[config.mk]
export PLATFORM = sky130hd
export DESIGN_NAME = game_control_multi_flat
export DESIGN_NICKNAME = d
export VERILOG_FILES = /design/src/rtl/game_control_multi_if.sv /design/src/rtl/game_control_multi.sv /design/src/flat_wrapper.sv
export SDC_FILE = /design/constraint.sdc
export NUM_CORES = 1
export LEC_CHECK = 0
export CAP_MARGIN = 20
export CORE_ASPECT_RATIO = 1.1
export CORE_UTILIZATION = 25
export CTS_CLUSTER_DIAMETER = 120
export DETAILED_ROUTE_END_ITERATION = 10
export HOLD_SLACK_MARGIN = 0.05
export PLACE_DENSITY_LB_ADDON = 0.12
export SKIP_LAST_GASP = 1
export SYNTH_ARGS = -nofsm -noshare
export SYNTH_HDL_FRONTEND = slang
export SYNTH_SLANG_ARGS = --single-unit
[constraint.sdc]
create_clock -name clk -period 2.9 [get_ports clk]
set_input_delay 0.29 -clock clk [delete_from_list [all_inputs] [get_ports clk]]
set_output_delay 0.29 -clock clk [all_outputs]
set_load 0.05 [all_outputs]
[src/rtl/game_control_multi_if.sv]
// Key, switch and datapath signals between the debounced front end and the game sequencer.
// The pause input exists only when GAME_CTRL_PAUSE_EN is defined.
interface game_control_multi_if #(
   parameter int TGT_W  = 7,
   parameter int SHOT_W = 3
);
   logic              start;
   logic              load_target;
   logic              load_angle;
   logic              load_strength;
   logic [TGT_W-1:0]  counter_square;
   logic              win;
   logic              lose;
`ifdef GAME_CTRL_PAUSE_EN
   logic              pause;
`endif
   logic              datapath_reset;
   logic              datapath_start;
   logic              datapath_target;
   logic              datapath_load_angle;
   logic              datapath_load_strength;
   logic              datapath_draw;
   logic              datapath_hit;
   logic              datapath_miss;
   logic              datapath_win;
   logic              datapath_lose;
   logic [SHOT_W-1:0] shots_left;
   logic [SHOT_W-1:0] score;

   modport slave (
`ifdef GAME_CTRL_PAUSE_EN
      input  pause,
`endif
      input  start, load_target, load_angle, load_strength, counter_square, win, lose,
      output datapath_reset, datapath_start, datapath_target, datapath_load_angle,
             datapath_load_strength, datapath_draw, datapath_hit, datapath_miss,
             datapath_win, datapath_lose, shots_left, score
   );

   modport master (
`ifdef GAME_CTRL_PAUSE_EN
      output pause,
`endif
      output start, load_target, load_angle, load_strength, counter_square, win, lose,
      input  datapath_reset, datapath_start, datapath_target, datapath_load_angle,
             datapath_load_strength, datapath_draw, datapath_hit, datapath_miss,
             datapath_win, datapath_lose, shots_left, score
   );
endinterface

[src/rtl/game_control_multi.sv]
// Multi-shot projectile game sequencer: shot budget, hit score, flight timeout, Moore strobes.
// Define GAME_CTRL_PAUSE_EN to add a pause input that freezes the shot phases.
module game_control_multi #(
   parameter int TGT_W        = 7,
   parameter int TGT_DONE     = 64,
   parameter int SHOT_W       = 3,
   parameter int SHOTS        = 3,
   parameter int HITS_TO_WIN  = 2,
   parameter int TO_W         = 20,
   parameter int DRAW_TIMEOUT = 1000000
) (
   input logic                 clk,
   input logic                 reset,
   game_control_multi_if.slave io_bus
);
   localparam logic [3:0] S_RESET  = 4'd0;
   localparam logic [3:0] S_START  = 4'd1;
   localparam logic [3:0] S_TARGET = 4'd2;
   localparam logic [3:0] S_WAIT_A = 4'd3;
   localparam logic [3:0] S_LOAD_A = 4'd4;
   localparam logic [3:0] S_WAIT_S = 4'd5;
   localparam logic [3:0] S_LOAD_S = 4'd6;
   localparam logic [3:0] S_DRAW   = 4'd7;
   localparam logic [3:0] S_HIT    = 4'd8;
   localparam logic [3:0] S_MISS   = 4'd9;
   localparam logic [3:0] S_WIN    = 4'd10;
   localparam logic [3:0] S_LOSE   = 4'd11;

   localparam logic [TGT_W-1:0]  TGT_DONE_V = TGT_W'(TGT_DONE);
   localparam logic [SHOT_W-1:0] SHOTS_V    = SHOT_W'(SHOTS);
   localparam logic [SHOT_W-1:0] HITS_V     = SHOT_W'(HITS_TO_WIN);
   localparam logic [TO_W-1:0]   TO_LAST    = TO_W'(DRAW_TIMEOUT - 1);

   logic [3:0]        r_state;
   logic [SHOT_W-1:0] r_shots_left;
   logic [SHOT_W-1:0] r_score;
   logic [TO_W-1:0]   r_timeout;

   logic [3:0]        w_state_next;
   logic              w_hold;
   logic              w_expired;
   logic [9:0]        w_strobe;

   assign w_expired = (r_timeout == TO_LAST);

   always_comb begin
      w_hold = 1'b0;
`ifdef GAME_CTRL_PAUSE_EN
      w_hold = io_bus.pause && (r_state inside {S_WAIT_A, S_LOAD_A, S_WAIT_S, S_LOAD_S, S_DRAW});
`endif
   end

   always_comb begin
      w_state_next = r_state;
      case (r_state)
         S_RESET:  if (io_bus.start)                   w_state_next = S_START;
         S_START:  if (io_bus.load_target)             w_state_next = S_TARGET;
         S_TARGET: if (io_bus.counter_square == TGT_DONE_V) w_state_next = S_WAIT_A;
         S_WAIT_A: if (io_bus.load_angle)              w_state_next = S_LOAD_A;
         S_LOAD_A: if (!io_bus.load_angle)             w_state_next = S_WAIT_S;
         S_WAIT_S: if (io_bus.load_strength)           w_state_next = S_LOAD_S;
         S_LOAD_S: if (!io_bus.load_strength)          w_state_next = S_DRAW;
         // win outranks lose, which outranks the timeout
         S_DRAW: begin
            if (io_bus.win)       w_state_next = S_HIT;
            else if (io_bus.lose) w_state_next = S_MISS;
            else if (w_expired)   w_state_next = S_MISS;
         end
         S_HIT: begin
            if (r_score == HITS_V)         w_state_next = S_WIN;
            else if (r_shots_left == '0)   w_state_next = S_LOSE;
            else                           w_state_next = S_WAIT_A;
         end
         S_MISS:   w_state_next = (r_shots_left == '0) ? S_LOSE : S_WAIT_A;
         S_WIN, S_LOSE: if (io_bus.start)              w_state_next = S_START;
         default:  w_state_next = S_RESET;
      endcase
   end

   always_ff @(posedge clk or posedge reset) begin
      if (reset) begin
         r_state      <= S_RESET;
         r_shots_left <= SHOTS_V;
         r_score      <= '0;
         r_timeout    <= '0;
      end else if (!w_hold) begin
         r_state <= w_state_next;
         if (w_state_next == S_START && r_state != S_START) begin
            r_shots_left <= SHOTS_V;
            r_score      <= '0;
         end else if (r_state == S_LOAD_S && w_state_next == S_DRAW && r_shots_left != '0) begin
            r_shots_left <= r_shots_left - SHOT_W'(1);
         end else if (r_state == S_DRAW && w_state_next == S_HIT && r_score < HITS_V) begin
            r_score <= r_score + SHOT_W'(1);
         end
         // Non-DRAW cycles keep the counter cleared so each flight starts from zero
         if (r_state == S_DRAW) r_timeout <= r_timeout + TO_W'(1);
         else                   r_timeout <= '0;
      end
   end

   always_comb begin
      w_strobe = '0;
      case (r_state)
         S_RESET:  w_strobe[9] = 1'b1;
         S_START:  w_strobe[8] = 1'b1;
         S_TARGET: w_strobe[7] = 1'b1;
         S_LOAD_A: w_strobe[6] = 1'b1;
         S_LOAD_S: w_strobe[5] = 1'b1;
         S_DRAW:   w_strobe[4] = 1'b1;
         S_HIT:    w_strobe[3] = 1'b1;
         S_MISS:   w_strobe[2] = 1'b1;
         S_WIN:    w_strobe[1] = 1'b1;
         S_LOSE:   w_strobe[0] = 1'b1;
         default:  w_strobe = '0;
      endcase
      if (w_hold) w_strobe = '0;
   end

   assign io_bus.datapath_reset         = w_strobe[9];
   assign io_bus.datapath_start         = w_strobe[8];
   assign io_bus.datapath_target        = w_strobe[7];
   assign io_bus.datapath_load_angle    = w_strobe[6];
   assign io_bus.datapath_load_strength = w_strobe[5];
   assign io_bus.datapath_draw          = w_strobe[4];
   assign io_bus.datapath_hit           = w_strobe[3];
   assign io_bus.datapath_miss          = w_strobe[2];
   assign io_bus.datapath_win           = w_strobe[1];
   assign io_bus.datapath_lose          = w_strobe[0];
   assign io_bus.shots_left             = r_shots_left;
   assign io_bus.score                  = r_score;
endmodule
[src/flat_wrapper.sv]
// flat-port wrapper written by rule: the top's interface ports become plain ports
module game_control_multi_flat 
#(
   parameter int TGT_W        = 7,
   parameter int TGT_DONE     = 64,
   parameter int SHOT_W       = 3,
   parameter int SHOTS        = 3,
   parameter int HITS_TO_WIN  = 2,
   parameter int TO_W         = 20,
   parameter int DRAW_TIMEOUT = 1000000
)
  (clk, reset, io_bus_start, io_bus_load_target, io_bus_load_angle, io_bus_load_strength, io_bus_counter_square, io_bus_win, io_bus_lose, io_bus_datapath_reset, io_bus_datapath_start, io_bus_datapath_target, io_bus_datapath_load_angle, io_bus_datapath_load_strength, io_bus_datapath_draw, io_bus_datapath_hit, io_bus_datapath_miss, io_bus_datapath_win, io_bus_datapath_lose, io_bus_shots_left, io_bus_score);
  game_control_multi_if #(.TGT_W(TGT_W), .SHOT_W(SHOT_W)) io_bus_i ();
  input logic clk;
  input logic reset;
  input wire logic [$bits(io_bus_i.start)-1:0] io_bus_start;
  input wire logic [$bits(io_bus_i.load_target)-1:0] io_bus_load_target;
  input wire logic [$bits(io_bus_i.load_angle)-1:0] io_bus_load_angle;
  input wire logic [$bits(io_bus_i.load_strength)-1:0] io_bus_load_strength;
  input wire logic [$bits(io_bus_i.counter_square)-1:0] io_bus_counter_square;
  input wire logic [$bits(io_bus_i.win)-1:0] io_bus_win;
  input wire logic [$bits(io_bus_i.lose)-1:0] io_bus_lose;
  output wire logic [$bits(io_bus_i.datapath_reset)-1:0] io_bus_datapath_reset;
  output wire logic [$bits(io_bus_i.datapath_start)-1:0] io_bus_datapath_start;
  output wire logic [$bits(io_bus_i.datapath_target)-1:0] io_bus_datapath_target;
  output wire logic [$bits(io_bus_i.datapath_load_angle)-1:0] io_bus_datapath_load_angle;
  output wire logic [$bits(io_bus_i.datapath_load_strength)-1:0] io_bus_datapath_load_strength;
  output wire logic [$bits(io_bus_i.datapath_draw)-1:0] io_bus_datapath_draw;
  output wire logic [$bits(io_bus_i.datapath_hit)-1:0] io_bus_datapath_hit;
  output wire logic [$bits(io_bus_i.datapath_miss)-1:0] io_bus_datapath_miss;
  output wire logic [$bits(io_bus_i.datapath_win)-1:0] io_bus_datapath_win;
  output wire logic [$bits(io_bus_i.datapath_lose)-1:0] io_bus_datapath_lose;
  output wire logic [$bits(io_bus_i.shots_left)-1:0] io_bus_shots_left;
  output wire logic [$bits(io_bus_i.score)-1:0] io_bus_score;
  assign io_bus_i.start = io_bus_start;
  assign io_bus_i.load_target = io_bus_load_target;
  assign io_bus_i.load_angle = io_bus_load_angle;
  assign io_bus_i.load_strength = io_bus_load_strength;
  assign io_bus_i.counter_square = io_bus_counter_square;
  assign io_bus_i.win = io_bus_win;
  assign io_bus_i.lose = io_bus_lose;
  assign io_bus_datapath_reset = io_bus_i.datapath_reset;
  assign io_bus_datapath_start = io_bus_i.datapath_start;
  assign io_bus_datapath_target = io_bus_i.datapath_target;
  assign io_bus_datapath_load_angle = io_bus_i.datapath_load_angle;
  assign io_bus_datapath_load_strength = io_bus_i.datapath_load_strength;
  assign io_bus_datapath_draw = io_bus_i.datapath_draw;
  assign io_bus_datapath_hit = io_bus_i.datapath_hit;
  assign io_bus_datapath_miss = io_bus_i.datapath_miss;
  assign io_bus_datapath_win = io_bus_i.datapath_win;
  assign io_bus_datapath_lose = io_bus_i.datapath_lose;
  assign io_bus_shots_left = io_bus_i.shots_left;
  assign io_bus_score = io_bus_i.score;
  game_control_multi #(.TGT_W(TGT_W), .TGT_DONE(TGT_DONE), .SHOT_W(SHOT_W), .SHOTS(SHOTS), .HITS_TO_WIN(HITS_TO_WIN), .TO_W(TO_W), .DRAW_TIMEOUT(DRAW_TIMEOUT)) u_core (.clk(clk), .reset(reset), .io_bus(io_bus_i));
endmodule
### Yosys cells after proc, flatten, opt, wreduce, memory -nomap -nowiden

Index checks and enable logic that the tools add are counted.

* $add $sub $neg: 3
* eq/ne operators: 19
* multiplexer cells: 29
* reductions and logical operators: 12
* order comparisons: 1

Operators by type and width (count)
* 4-bit two-way mux: 12
* 4-bit one-hot mux with 10 select lines: 1
* 20-bit by 1-bit adder with 20-bit output, second input constant: 1
* 20-bit == test, second input constant: 1
* 4-bit by 3-bit == test with 1-bit output, second input constant: 5
* 4-bit == test, second input constant: 5
* 20-bit two-way mux: 1
* 3-bit two-way mux: 5
* 1-bit two-way mux: 10
* 4-bit by 1-bit == test with 1-bit output, second input constant: 2
* 4-bit by 2-bit == test with 1-bit output, second input constant: 2
* 7-bit == test, second input constant: 1
* 1-bit logical AND: 5
* 4-bit zero test: 1
* 4-bit by 1-bit != test with 1-bit output, second input constant: 1
* 2-bit nonzero test: 2
* 3-bit by 1-bit adder with 3-bit output, second input constant: 1
* 3-bit by 2-bit == test with 1-bit output, second input constant: 1
* 3-bit zero test: 1
* 3-bit by 2-bit < comparator with 1-bit output, second input constant: 1
* 3-bit nonzero test: 1
* 3-bit OR reduction: 1
* 3-bit by 1-bit subtractor with 3-bit output, second input constant: 1
* 2-bit by 1-bit != test with 1-bit output, second input constant: 1
* 2-bit AND reduction: 1

* register bits: 30
* logic and storage cells: 68

### Longest topological paths before layout

Gate-level depths: netlist of the first run.

* depth after elaboration: 11
* mapped depth: 9
* depth with buffers taken out: 8

### Worst setup path before layout of the first run

OpenSTA, ideal clock, no wires.

* path type: flip-flop to flip-flop
* start: reg u_core.r_state[3]
* end: reg u_core.r_score[1] (netlist: u_core.io_bus.score[1])
* library setup time: 122 ps
* stages on the path, launching flop included: 8
* arrival time: 2439 ps
* period minus slack after synthesis: 2561 ps
* path buffers: 2
* slack: 339 ps
* path through: dfrtp_1 -> buf_2 -> nor3_2 -> nand3_1 -> and4_1 -> buf_6 -> or4_4 -> a32o_1

* longest elaborated chain between the ends: 9

RTL lines
* start: declaration: RTL line game_control_multi.sv:34 `logic [3:0] r_state;`
* start signal: assignment: RTL line game_control_multi.sv:87 `r_state <= w_state_next;`
* 4-bit two-way mux: RTL line game_control_multi.sv:67 `else if (w_expired) w_state_next = S_MISS;`
* 4-bit two-way mux: RTL line game_control_multi.sv:66 `else if (io_bus.lose) w_state_next = S_MISS;`
* 4-bit two-way mux: RTL line game_control_multi.sv:65 `if (io_bus.win) w_state_next = S_HIT;`
* 4-bit one-hot mux with 10 select lines: RTL line game_control_multi.sv:55 `case (r_state)`
* 4-bit by 3-bit == test with 1-bit output or 4-bit == test (tied branches): RTL line game_control_multi.sv:91, game_control_multi.sv:93
* 1-bit logical AND, on equally long branches (2 in a row): RTL line game_control_multi.sv:91, game_control_multi.sv:93
* 2-bit by 1-bit != test with 1-bit output (no source line) or 2-bit nonzero test (tied branches)
* 2-bit AND reduction (no source line)
* end signal: assignment: RTL line game_control_multi.sv:94 `r_score <= r_score + SHOT_W'(1);`
* end: declaration: RTL line game_control_multi.sv:36 `logic [SHOT_W-1:0] r_score;`

Several ways; a longest one is shown, not always the timed one.
A chain may end at the register's enable or synchronous reset.

### Worst setup path in the final report of the first run

* start: reg u_core.r_state[1]
* end: reg u_core.r_score[1] (netlist: u_core.io_bus.score[1])

The elaborated chain is that of the path after synthesis.

==> reports/qor.csv, run 1 <==
metric,value,unit
status,"finished, final reports clean",
clkTransAtPathRegs,0.06,ns
cp-end-kind,flop,
pwr-share-seq,34.5,%
drt-total-wl,4.11,mm
dieArea,7600,um^2
crit_type,flop to flop,
grt_pass1_wl,7.18,mm
finalCritPeriodShare,86.3,%
clockRootBuffer,clkbuf_8,
rsz0062_at_grt,no,
routedWlPerCell,13.1,um
hold_viol_final,0,
initialDrtViolationCount,61,
fin_hold_ws,0.386,ns
tightest_slew,0.662,ns
required,3.07,ns
nets,249,
synthCells,198,
synthArstFlopShare,100,%
post-route-min-period,2.50,ns
hpwlAfterDp,2.93,mm
synth_area,1810,um^2
setup_violations,0,
fin_tns_setup,0,ns
startpoint,u_core.r_state[1],
fmax,400,MHz
grt_pass1_vias,1428,
drv_cap,0,
ant_nets,0,
grt_max_degree,31,
dp_slack,0.392,ns
die_w,83.2,um
ctsResizeCount,0,
critPathLaunchType,flop,
groute.usage.overall,11.9,%
numCtsBuffers,5,
switching_share,45.4,%
die_y,91.3,um
finalPower,1.78,mW
initial_utilization,25.9,%
postCtsHoldBufs,0,
slew-limit-headroom,55.9,%
crit_arrival,2.67,ns
cts_tree,built,
antenna_found_initial,0,
p_per_area,787,nW/um^2
io_pins,31,
cts_buffer_depth,2,
synth-edff-count,0,
gp_congestion,0.731,
syn_avg_cell_area,9.16,um^2
synth-seq-cells,30,
dr_total_vias,1487,
min_path_type,primary input to asynchronous set/reset pin,
rows,32,
cts_setup_buffers,0,
seqCellArea,753,um^2
timing.rr.start,u_core.r_state[1],
ys.flop_type,dfrtp_1,
coreArea,7010,um^2
multi_input_area,955,um^2
io_buffers,30,
remaining_drc_errors,0,
report.final.slew_viol_count,0,
cp_max_fo,18,
viasPerCell,4.72,
clock_skew,0.00487,ns
grt-ovfl-total,0,
p_int,0.971,mW
synth_fp_nets,218,
synth.distinct_cells,49,
antenna_cells,0,
p_sw,0.808,mW
p_comb_share,47.4,%
cts_max_level,2,
vdd_drop_max,0.381,mV
pwr-share-clk,18.1,%
fillers,701,
area.growth.synth_to_final,24.6,%
yosysWarnings,0,
synth-seq-area-share,41.5,%
drive_above_1_share,9.57,%
cts_sinks,30,
first_pass_iters,4,
clkLatencyLatePin,0.28,ns
p_leak,0.916,nW
setup_ws,0.398,ns
## cells in the final DEF, fill, tap and decap left out, types with 2 or more instances in the layout
cell / netlist / final
a21oi_1: 9 / 9
a31oi_1: 2 / 2
a32oi_1: 2 / 2
and2_1: 2 / 2
and3_1: 2 / 2
and4_1: 3 / 3
buf_4: 0 / 3
clkbuf_8: 1 / 5
clkdlybuf4s50_1: 0 / 29
clkinv_2: 0 / 2
dfrtp_1: 28 / 28
dfstp_2: 2 / 2
ha_1: 5 / 5
inv_1: 8 / 8
nand2_1: 14 / 14
nand2b_1: 4 / 4
nand3_1: 5 / 5
nand3b_1: 2 / 2
nand4_1: 4 / 4
nor2_1: 25 / 25
nor2b_1: 5 / 5
nor3_1: 9 / 9
nor4_1: 4 / 4
o21ai_0: 9 / 9
o22ai_1: 2 / 2
o31ai_1: 2 / 2
or3_1: 6 / 6
xnor2_1: 5 / 5
xor2_1: 10 / 10
## path summary, 6_finish.rpt
check                                                    to  cells after the start  slack (ns)
max in group asynchronous       u_core.io_bus.shots_left[1]                      3        2.19
worst max-delay path                 u_core.io_bus.score[1]                      6        0.40
min in group clk                        u_core.r_timeout[0]                      1        0.48
worst max register to register       u_core.io_bus.score[1]                      6        0.40
worst min-delay path                 u_core.io_bus.score[2]                      3        0.39
worst min register to register          u_core.r_timeout[0]                      1        0.48
## registers in the layout, summed over array words and instances, names as in the netlist
register,cells
u_core.r_timeout,20
u_core.r_state,4
u_core.io_bus.score,3
u_core.io_bus.shots_left,3
## synthesized netlist by cell type, drive strengths merged, types with 3 or more instances
cell type | count | area (um^2)
a21oi | 9 | 45.0
and4 | 3 | 26.3
buf | 5 | 50.0
clkbuf | 4 | 25.0
dfrtp | 28 | 701
ha | 5 | 62.6
inv | 8 | 30.0
nand2 | 14 | 52.6
nand2b | 5 | 38.8
nand3 | 5 | 25.0
nand4 | 5 | 37.5
nor2 | 26 | 100
nor2b | 5 | 31.3
nor3 | 10 | 55.1
nor4 | 4 | 25.0
o21ai | 10 | 50.0
or3 | 7 | 45.1
xnor2 | 5 | 43.8
xor2 | 10 | 87.6
## power by group through the flow
stage / sequential [mW] / clock, mW / combinational [mW]
floorplan: 0.625 / 0 / 0.655
global placement: 0.623 / 0 / 0.850
detailed placement: 0.621 / 0 / 0.850
CTS: 0.613 / 0.337 / 0.852
global route: 0.632 / 0.352 / 0.915
finish: 0.613 / 0.322 / 0.844
## through the flow
stage                     utilization, %  instances  instance area (um^2)
final                               32.3        315                  2260
after global routing                32.3        315                  2260
after detailed placement            31.1        307                  2180
after CTS                           32.3        315                  2260
after global placement              31.1        307                  2180
after floorplan                        -        198                  1810
## kinds of logic (layout without fill, tap and decap cells)
kind of cell | after synthesis | after routing | synth area share (%)
and+or+nand+nor | 96 | 96 | 29.2
muxes | 1 | 1 | 0.552
adders and majority gates | 5 | 5 | 3.45
buffers and inverters | 17 | 49 | 5.80
DFF | 30 | 30 | 41.5
AOI/OAI and AO/OA | 34 | 34 | 12.2
xor gates and xnor gates | 15 | 15 | 7.25
## layer usage
layer  vias to the layer above  share of wire, %  wire length [um]  track usage (%)
met3                         5               5.3               219             3.00
met1                       685                50              2040             16.6
met4                         0               1.8                73             5.17
met2                        33                43              1780             17.3
met5                         -                 0                 0                0
li1                        764                 -                 -                -
## critical path: stages (launching register included)
cell	delay, ns
dfrtp_1	0.62
nand2b_1	0.30
a21oi_1	0.19
o21ai_1	0.14
and4_1	0.34
or4_4	0.59
a32o_1	0.21
## final cells by class
cell class              count  share of cell area, %
inverters                   8                   1.33
clock inverters             2                  0.443
repair buffers             33                   14.7
well taps                  85                   4.71
clock buffers               6                   3.21
flip-flops and latches     30                   33.3
multi-input cells         151                   42.2
Note: power is estimated with default switching activity, not from simulation.
==> run 2: changes to the inputs <==
--- a/config.mk
+++ b/config.mk
@@ -6,6 +6,8 @@
 export NUM_CORES = 1
 export LEC_CHECK = 0
 export CAP_MARGIN = 20
+export CELL_PAD_IN_SITES_DETAIL_PLACEMENT = 1
+export CELL_PAD_IN_SITES_GLOBAL_PLACEMENT = 1
 export CORE_ASPECT_RATIO = 1.1
 export CORE_UTILIZATION = 25
 export CTS_CLUSTER_DIAMETER = 120
@@ -13,6 +15,7 @@
 export HOLD_SLACK_MARGIN = 0.05
 export PLACE_DENSITY_LB_ADDON = 0.12
 export SKIP_LAST_GASP = 1
+export SLEW_MARGIN = 10
 export SYNTH_ARGS = -nofsm -noshare
 export SYNTH_HDL_FRONTEND = slang
 export SYNTH_SLANG_ARGS = --single-unit
==> reports/qor.csv, run 2 (same netlist as run 1, synthesis figures left out) <==
metric,value,unit,change
clock_skew,0.0106,ns,was 0.00487 ns
postCtsHoldBufs,0,,unchanged
hold_viol_final,0,,unchanged
min_path_type,primary input to asynchronous set/reset pin,,unchanged
grt_pass1_vias,1577,,was 1428
initialDrtViolationCount,48,,was 61
fin_tns_setup,0,ns,unchanged
routedWlPerCell,14.6,um,was 13.1 um
final_common_cell,clkdlybuf4s50_1,,unchanged
grt_pass1_wl,7.83,mm,was 7.18 mm
die_y,91.3,um,unchanged
use_met2,20.4,%,was 17.3%
area.growth.synth_to_final,24.9,%,was 24.6%
finalCritPeriodShare,85.8,%,was 86.3%
clkLatencyLatePin,0.28,ns,about the same
clockRootBuffer,clkbuf_8,,unchanged
first_pass_iters,5,,was 4
fin_util,32.3,%,about the same
numCtsBuffers,5,,unchanged
p_leak,0.914,nW,was 0.916 nW
vdd_drop_max,0.366,mV,was 0.381 mV
grt.busiest_layer,met2,,unchanged
io_pins,31,,unchanged
use_met3,3.36,%,was 3.00%
groute.usage.overall,13.0,%,was 11.9%
tightest_slew,0.644,ns,was 0.662 ns
coreArea,7010,um^2,unchanged
antenna_found_initial,0,,unchanged
layout_common_cells,"29 x clkdlybuf4s50_1, 28 x dfrtp_1, 25 x nor2_1, 14 x nand2_1, 10 x xor2_1",,unchanged
viasPerCell,4.89,,was 4.72
post-route-min-period,2.49,ns,was 2.50 ns
rows,32,,unchanged
hpwlAfterDp,3.37,mm,was 2.93 mm
crit_arrival,2.20,ns,was 2.67 ns
cts_tree,built,,unchanged
ctsResizeCount,0,,unchanged
cp-end-kind,primary output,,was flop
use_met1,17.2,%,was 16.6%
p_per_area,801,nW/um^2,was 787 nW/um^2
largest_reg_flops,20,,unchanged
drt-total-wl,4.60,mm,was 4.11 mm
die_w,83.2,um,unchanged
clkTransAtPathRegs,0.07,ns,was 0.06 ns
status,"finished, final reports clean",,unchanged
top_register,u_core.r_timeout,,unchanged
cts_setup_buffers,0,,unchanged
slew-limit-headroom,57.1,%,was 55.9%
grt-ovfl-total,0,,unchanged
critPathLaunchType,flop,,unchanged
report.final.slew_viol_count,0,,unchanged
remaining_drc_errors,0,,unchanged
cts_buffer_depth,2,,unchanged
drv_cap,0,,unchanged
cp_max_fo,18,,unchanged
required,2.61,ns,was 3.07 ns
gp_congestion,0.706,,was 0.731
fillers,813,,was 701
nets,248,,was 249
ant_nets,0,,unchanged
dieArea,7600,um^2,unchanged
dr_total_vias,1535,,was 1487
initial_utilization,25.9,%,unchanged
io_buffers,30,,unchanged
largest_registers,"u_core.r_timeout x20, u_core.r_state x4",,unchanged
antenna_cells,0,,unchanged
cts_sinks,30,,unchanged
setup_violations,0,,unchanged
fmax,402,MHz,was 400 MHz
drive_above_1_share,9.61,%,was 9.57%
crit_type,flop to primary output,,was flop to flop
rsz0062_at_grt,no,,unchanged
grt_max_degree,31,,unchanged
cts_max_level,2,,unchanged
## run 2: cell types whose count changed in the layout (fill, tap and decap cells not counted), sizes merged
cell / before / now
clkinvlp: 0 / 1
buf: 4 / 3
clkinv: 2 / 1
## run 2: final cells by class
type                    instances  area (um^2)  share of cell area [%]
clock inverters                 2         12.5                   0.552
clock buffers                   6         82.6                    3.65
repair buffers                 32          325                    14.4
well taps                      85          106                    4.70
inverters                       8         30.0                    1.33
multi-input cells             151          955                    42.2
flip-flops and latches         30          753                    33.3
## run 2: path summary, 6_finish.rpt
| check | start | end | slack (ns) | cells after the start |
|---|---|---|---|---|
| min in group clk | u_core.r_timeout[0] | u_core.r_timeout[0] | 0.48 | 1 |
| max reg2reg | u_core.r_state[1] | u_core.io_bus.score[1] | 0.45 | 6 |
| max | u_core.r_state[1] | io_bus_datapath_start | 0.41 | 3 |
| min | reset | u_core.io_bus.shots_left[2] | 0.39 | 3 |
| min reg2reg | u_core.r_timeout[0] | u_core.r_timeout[0] | 0.48 | 1 |
| max in group asynchronous | reset | u_core.io_bus.shots_left[1] | 2.19 | 3 |
## run 2: worst max-delay path: stages (launching register included)
cell,delay (ns)
dfrtp_1,0.61
nand2b_1,0.30
nor3_1,0.16
clkdlybuf4s50_1,0.84
## run 2: through the flow
stage	hold WS, ns	total power, mW	cell area, um^2	worst slack (ns)	cells
after floorplan	0.379	1.28	1810	0.339	198
after global placement	0.463	1.48	2170	0.491	306
after detailed placement	0.477	1.47	2170	0.449	306
after CTS	0.397	1.84	2260	0.389	314
after global routing	0.470	1.94	2260	0.260	314
final	0.391	1.81	2260	0.411	314
## run 2: routing by layer
metal	part of all wire (%)	vias to the layer above
met2	44	33
met5	0	-
li1	-	760
met3	4.8	6
met1	50	736
met4	1.5	0
## run 2: power by group
part | switching [mW] | internal, mW | total [mW]
clock network | 0.165 | 0.191 | 0.355
registers | 0.144 | 0.477 | 0.621
logic | 0.519 | 0.319 | 0.838
